--- src/rtl/neuron_spike_scheduler_pkg.sv ---
// rtl/neuron_spike_scheduler_pkg.sv - shared sizes, spike-time type and scheduler state encoding
// Values mirror the num_spikes / time_period defines used by the neuron.
package neuron_pkg;
  localparam int NUM_SPIKES  = 8;
  localparam int TIME_PERIOD = 16;
  localparam int TW          = $clog2(TIME_PERIOD) + 1;
  localparam int LW          = (NUM_SPIKES > 1) ? $clog2(NUM_SPIKES) : 1;

  typedef logic [TW-1:0] spike_time_t;

  // Any time at or beyond the window length means the input never spikes.
  localparam spike_time_t NO_SPIKE  = spike_time_t'(TIME_PERIOD);
  localparam spike_time_t LAST_TICK = spike_time_t'(TIME_PERIOD - 1);

  typedef enum logic [1:0] {LOAD, RUN, DONE} sched_state_t;
endpackage

--- src/rtl/neuron_spike_scheduler_if.sv ---
// rtl/neuron_spike_scheduler_if.sv - spike-time load and result handshakes of the scheduler
// master = spike-time source / result consumer side, slave = scheduler side.
interface neuron_spike_scheduler_if;
  import neuron_pkg::*;

  logic        in_valid;
  logic        in_ready;
  spike_time_t in_time;
  logic        out_valid;
  logic        out_ready;
  logic        out_fired;
  spike_time_t out_time;

  modport master (
    output in_valid, in_time, out_ready,
    input  in_ready, out_valid, out_fired, out_time
  );

  modport slave (
    input  in_valid, in_time, out_ready,
    output in_ready, out_valid, out_fired, out_time
  );
endinterface

--- src/rtl/neuron_spike_scheduler_spike_time_decoder.sv ---
// rtl/neuron_spike_scheduler_spike_time_decoder.sv - stored spike times plus tick to spike vector
// NEURON_STEP_HOLD_EN selects step coding (high from spike time to window end) instead of pulses.
module spike_time_decoder
  import neuron_pkg::*;
(
  input  logic                  run,
  input  spike_time_t           tick,
  input  spike_time_t           times [NUM_SPIKES],
  output logic [NUM_SPIKES-1:0] spikes
);

  always_comb begin
    spikes = '0;
    for (int i = 0; i < NUM_SPIKES; i++) begin
`ifdef NEURON_STEP_HOLD_EN
      spikes[i] = run && (times[i] <= tick) && (times[i] < NO_SPIKE);
`else
      spikes[i] = run && (times[i] == tick);
`endif
    end
  end

endmodule

--- src/rtl/neuron_spike_scheduler.sv ---
// rtl/neuron_spike_scheduler.sv - loads a spike-time volley, replays it over one window, reports first fire tick
// Spike coding follows NEURON_STEP_HOLD_EN inside spike_time_decoder.
module neuron_spike_scheduler
  import neuron_pkg::*;
(
  input  logic                    clk,
  input  logic                    rst_l,
  neuron_spike_scheduler_if.slave bus,
  output logic [NUM_SPIKES-1:0]   spikes_in,
  input  logic                    spikes_out,
  output logic                    busy
);

  sched_state_t  state_q, state_d;
  logic [LW-1:0] load_cnt_q;
  spike_time_t   tick_q;
  spike_time_t   ftime_q;
  spike_time_t   times_q [NUM_SPIKES];
  logic          fired_q;
  logic          load_beat, last_beat, last_tick, run;

  assign load_beat = (state_q == LOAD) && bus.in_valid;
  assign last_beat = load_beat && (load_cnt_q == LW'(NUM_SPIKES - 1));
  assign last_tick = (tick_q == LAST_TICK);

  always_ff @(posedge clk or negedge rst_l) begin
    if (!rst_l) state_q <= LOAD;
    else        state_q <= state_d;
  end

  always_comb begin
    state_d = state_q;
    unique case (state_q)
      LOAD:    if (last_beat)     state_d = RUN;
      RUN:     if (last_tick)     state_d = DONE;
      DONE:    if (bus.out_ready) state_d = LOAD;
      default:                    state_d = LOAD;
    endcase
  end

  // Result outputs read as reset values outside DONE so a stale capture never leaks.
  always_comb begin
    run           = (state_q == RUN);
    busy          = (state_q != LOAD);
    bus.in_ready  = (state_q == LOAD);
    bus.out_valid = (state_q == DONE);
    bus.out_fired = (state_q == DONE) && fired_q;
    bus.out_time  = ((state_q == DONE) && fired_q) ? ftime_q : NO_SPIKE;
  end

  always_ff @(posedge clk or negedge rst_l) begin
    if (!rst_l) begin
      load_cnt_q <= '0;
      tick_q     <= '0;
      fired_q    <= 1'b0;
      ftime_q    <= NO_SPIKE;
      for (int i = 0; i < NUM_SPIKES; i++) times_q[i] <= NO_SPIKE;
    end else begin
      if (load_beat) begin
        times_q[load_cnt_q] <= bus.in_time;
        load_cnt_q          <= last_beat ? '0 : load_cnt_q + 1'b1;
        if (last_beat) begin
          tick_q  <= '0;
          fired_q <= 1'b0;
        end
      end
      if (run) begin
        tick_q <= last_tick ? '0 : tick_q + 1'b1;
        // spikes_out is combinational from spikes_in, so it reflects the current tick.
        if (spikes_out && !fired_q) begin
          fired_q <= 1'b1;
          ftime_q <= tick_q;
        end
      end
    end
  end

  spike_time_decoder u_decoder (
    .run    (run),
    .tick   (tick_q),
    .times  (times_q),
    .spikes (spikes_in)
  );

endmodule

--- src/flat_wrapper.sv ---
// flat-port wrapper written by rule: the top's interface ports become plain ports
module neuron_spike_scheduler_flat import neuron_pkg::*;
  (clk, rst_l, spikes_in, spikes_out, busy, bus_in_valid, bus_in_time, bus_out_ready, bus_in_ready, bus_out_valid, bus_out_fired, bus_out_time);
  neuron_spike_scheduler_if bus_i ();
  input  logic clk;
  input  logic rst_l;
  output logic [NUM_SPIKES-1:0] spikes_in;
  input  logic spikes_out;
  output logic busy;
  input wire logic [$bits(bus_i.in_valid)-1:0] bus_in_valid;
  input wire logic [$bits(bus_i.in_time)-1:0] bus_in_time;
  input wire logic [$bits(bus_i.out_ready)-1:0] bus_out_ready;
  output wire logic [$bits(bus_i.in_ready)-1:0] bus_in_ready;
  output wire logic [$bits(bus_i.out_valid)-1:0] bus_out_valid;
  output wire logic [$bits(bus_i.out_fired)-1:0] bus_out_fired;
  output wire logic [$bits(bus_i.out_time)-1:0] bus_out_time;
  assign bus_i.in_valid = bus_in_valid;
  assign bus_i.in_time = bus_in_time;
  assign bus_i.out_ready = bus_out_ready;
  assign bus_in_ready = bus_i.in_ready;
  assign bus_out_valid = bus_i.out_valid;
  assign bus_out_fired = bus_i.out_fired;
  assign bus_out_time = bus_i.out_time;
  neuron_spike_scheduler u_core (.clk(clk), .rst_l(rst_l), .bus(bus_i), .spikes_in(spikes_in), .spikes_out(spikes_out), .busy(busy));
endmodule
--- config.mk ---
export PLATFORM = sky130hd
export DESIGN_NAME = neuron_spike_scheduler_flat
export DESIGN_NICKNAME = d
export VERILOG_FILES = /design/src/rtl/neuron_spike_scheduler_pkg.sv /design/src/rtl/neuron_spike_scheduler_if.sv /design/src/rtl/neuron_spike_scheduler_spike_time_decoder.sv /design/src/rtl/neuron_spike_scheduler.sv /design/src/flat_wrapper.sv
export SDC_FILE = /design/constraint.sdc
export NUM_CORES = 1
export LEC_CHECK = 0
export BUFFER_PORTS_ARGS = -buffer_cell sky130_fd_sc_hd__buf_2
export CORE_MARGIN = 10
export CORE_UTILIZATION = 25
export CTS_BUF_LIST = sky130_fd_sc_hd__clkbuf_16
export CTS_CLUSTER_DIAMETER = 120
export DETAILED_ROUTE_END_ITERATION = 7
export HOLD_SLACK_MARGIN = 0.15
export PLACE_DENSITY = 0.47
export SYNTH_ARGS = -nofsm -noshare
export SYNTH_HDL_FRONTEND = slang
export SYNTH_SLANG_ARGS = --single-unit
--- constraint.sdc ---
create_clock -name clk -period 2 [get_ports clk]
set_clock_uncertainty 0.05 [all_clocks]
set_input_delay 0.1 -clock clk [delete_from_list [all_inputs] [get_ports clk]]
set_output_delay 0.1 -clock clk [all_outputs]
set_load 0.02 [all_outputs]
==> out/results.ini <==
[critical_path]
startpoint_type=flip-flop
cp_max_fo=9
arrival_ns=1.69
cp-end-kind=output pin
rr_startpoint=u_core.load_cnt_q[1]$_DFFE_PN0P_
cp.required_ns=1.85
reg2regPathDepth=5
reg2reg_to=u_core.tick_q[2]$_DFFE_PN0P_
setup.worst_path.class=reg2out
r2r_setup_slack_ns=0.20

[routing]
wl_per_cell_um=16.8
drt_iter0_drc=81
vias=1770
first_pass_iters=4
drc=0
wirelength_um=6690
ant_nets=0
via_per_inst=4.45

[logic_synthesis]
synth_top_area_frac=0.416
netlist_area_um2=2830
synthDistinctLibCells=37
synth-seq-cells=56
synth_most_common_cell=dfrtp_1
ys.warnings.count=0
synth_edf_count=0
synthesis.instances=224
yosysTopAreaCell=dfrtp_1
syn_nets=237
async_flop_share=1.00
ys_seq_area_frac=0.500
syn_avg_cell_area_um2=12.6
synth_area_leaders=dfrtp_1 (42%), mux2_2 (16%), xnor2_1 (9.9%)
synth_flop_cell=dfrtp_1
ys_top_cells_by_count=dfrtp_1 (47), mux2_2 (40), xnor2_1 (32)

[grt]
grt_pass1_wl_um=10900
grt_max_degree=57
grt_util_all_layers=0.0843
grt_pass1_vias=1913
globalRouteOverflowTotal=0
grt_antenna_before_repair=0

[final_layout]
areaGrowthSynthToFinish_pct=18.0
nFillCells=1144
diodes=0
drive_gt1_frac=0.399
seqCellArea_um2=1420
final_nets=270
multiInputGateArea_um2=1360
final_cells=398
final_area_um2=3340

[timing]
fin_crit_ns=1.84
finalMaxSlewViolations=0
hold_violations=0
setup_viol=0
slew-limit-headroom=0.514
worst-slew-pin-transition_ns=0.729
setup_tns_ns=0
rsz0062_at_grt=no
clock.fmax_ghz=0.542
fin_crit_sh=0.922

[worst_hold_path]
hp-class=in2reg
holdPathStages=2
holdPathEnd=u_core.times_q[0]$_DFFE_PN0P_
min-delay-start=bus_in_time[0]

[floorplan]
rows=38
dieArea_um2=16000
fp.dieW_um=126
ios=27
core_um2=10900
die_h_um=126
initial_core_util=0.259

[clocking]
cts_inserted_buffers=5
cts_max_level=2
cts_buffer_depth=2
root_buffer=clkbuf_16
clock_latency_ns=0.28
clk_pin_slew_worst_paths_ns=0.07
cts_tree=yes
cts_setup_buffers=0
cts.sinks=56

[place]
place.gp.congestion=0.712
dp_cells=388
hpwl_um=4820
dpl-instance-area_um2=3140
port_buffers=26

[job]
maxCapViolCount=0

[pwr]
p_leak_nw=1.44
p_per_area_nw_per_um2=1550
total_power_mw=5.16
peakVddDrop_mv=0.619

[run_status]
status=completed

through the flow:
step | hold slack (ns) | setup slack (ns) | utilization
finish | 0.152 | 0.155 | 0.305
global route | 0.151 | 0.0208 | 0.305
CTS | 0.158 | 0.0239 | 0.305
detailed placement | 0.245 | 0.212 | 0.288
global placement | 0.245 | 0.211 | 0.288
floorplan | -0.246 | 0.312 | -
critical path: stages, from the launching register on:
cell,delay [ns]
dfrtp_1,0.55
nor2b_1,0.43
and2_1,0.21
nand2b_1,0.06
buf_2,0.15
flip-flops by register name, summed over array words and instances, names as in the netlist:
signal and count:
u_core.state_q 2, u_core.ftime_q 5, u_core.tick_q 5, u_core.fired_q 1
u_core.times_q 40, u_core.load_cnt_q 3
power breakdown:
| group | internal, mW | switching (mW) |
|---|---|---|
| registers | 1.71 | 0.559 |
| logic | 1.12 | 0.807 |
| clock network | 0.585 | 0.385 |
| total | 3.41 | 1.75 |
area by class of cell:
type / instances / area share
multi-input combinational: 156 / 0.409
sequential: 56 / 0.424
clock inverter: 3 / 0.0116
timing repair buffer: 36 / 0.0630
inverter: 2 / 0.00225
clock buffer: 5 / 0.0375
tap: 140 / 0.0525
what timing repair did:
item | CTS | global route
endpoints found under the setup margin | 4 | 6
hold buffers | 2 | 0
endpoints found under the hold margin | 48 | 0
gates cloned | 0 | 0
pin swaps | 0 | 0
gates resized for setup | 2 | 2
routing by layer:
layer / up-vias / GRT usage / part of all wire
met3: 2 / 0.0204 / 0.026
met1: 894 / 0.114 / 0.51
li1: 856 / - / -
met5: - / 0 / 0
met4: 0 / 0.0161 / 0.0028
met2: 18 / 0.133 / 0.46
cells by family after synthesis:
group	synth area share
AO/OA/AOI/OAI	0.0283
XOR/XNOR	0.127
adder cells (fa/ha/maj)	0.0133
buffers and inverters	0.0199
flip-flops	0.500
multiplexers	0.186
AND/OR/NAND/NOR	0.126
worst max path at each step:
stage / startpoint / to / slack [ns] / cells after the start
after floorplan: u_core.state_q[1]$_DFFE_PN0P_ / bus_out_time[4] / 0.31 / 3
after global placement: u_core.load_cnt_q[1]$_DFFE_PN0P_ / u_core.tick_q[2]$_DFFE_PN0P_ / 0.21 / 5
after detailed placement: u_core.load_cnt_q[1]$_DFFE_PN0P_ / u_core.tick_q[2]$_DFFE_PN0P_ / 0.21 / 5
after CTS: u_core.tick_q[4]$_DFFE_PN0P_ / spikes_in[6] / 0.02 / 4
after global routing: u_core.state_q[1]$_DFFE_PN0P_ / bus_out_time[4] / 0.02 / 4
final: u_core.state_q[1]$_DFFE_PN0P_ / bus_out_time[4] / 0.16 / 4
layout by cell type (no fill, tap or decap), types with 4 or more instances in the layout:
master	n
nor2b_1	5
nand2_1	11
dfrtp_1	44
buf_2	26
nor3_1	9
nand4_1	8
xnor2_1	32
buf_4	8
mux2_4	5
dfstp_2	9
clkbuf_16	5
and3_1	5
nand3_1	4
xor2_1	9
mux2_2	40
(Power assumes the default switching activity.)
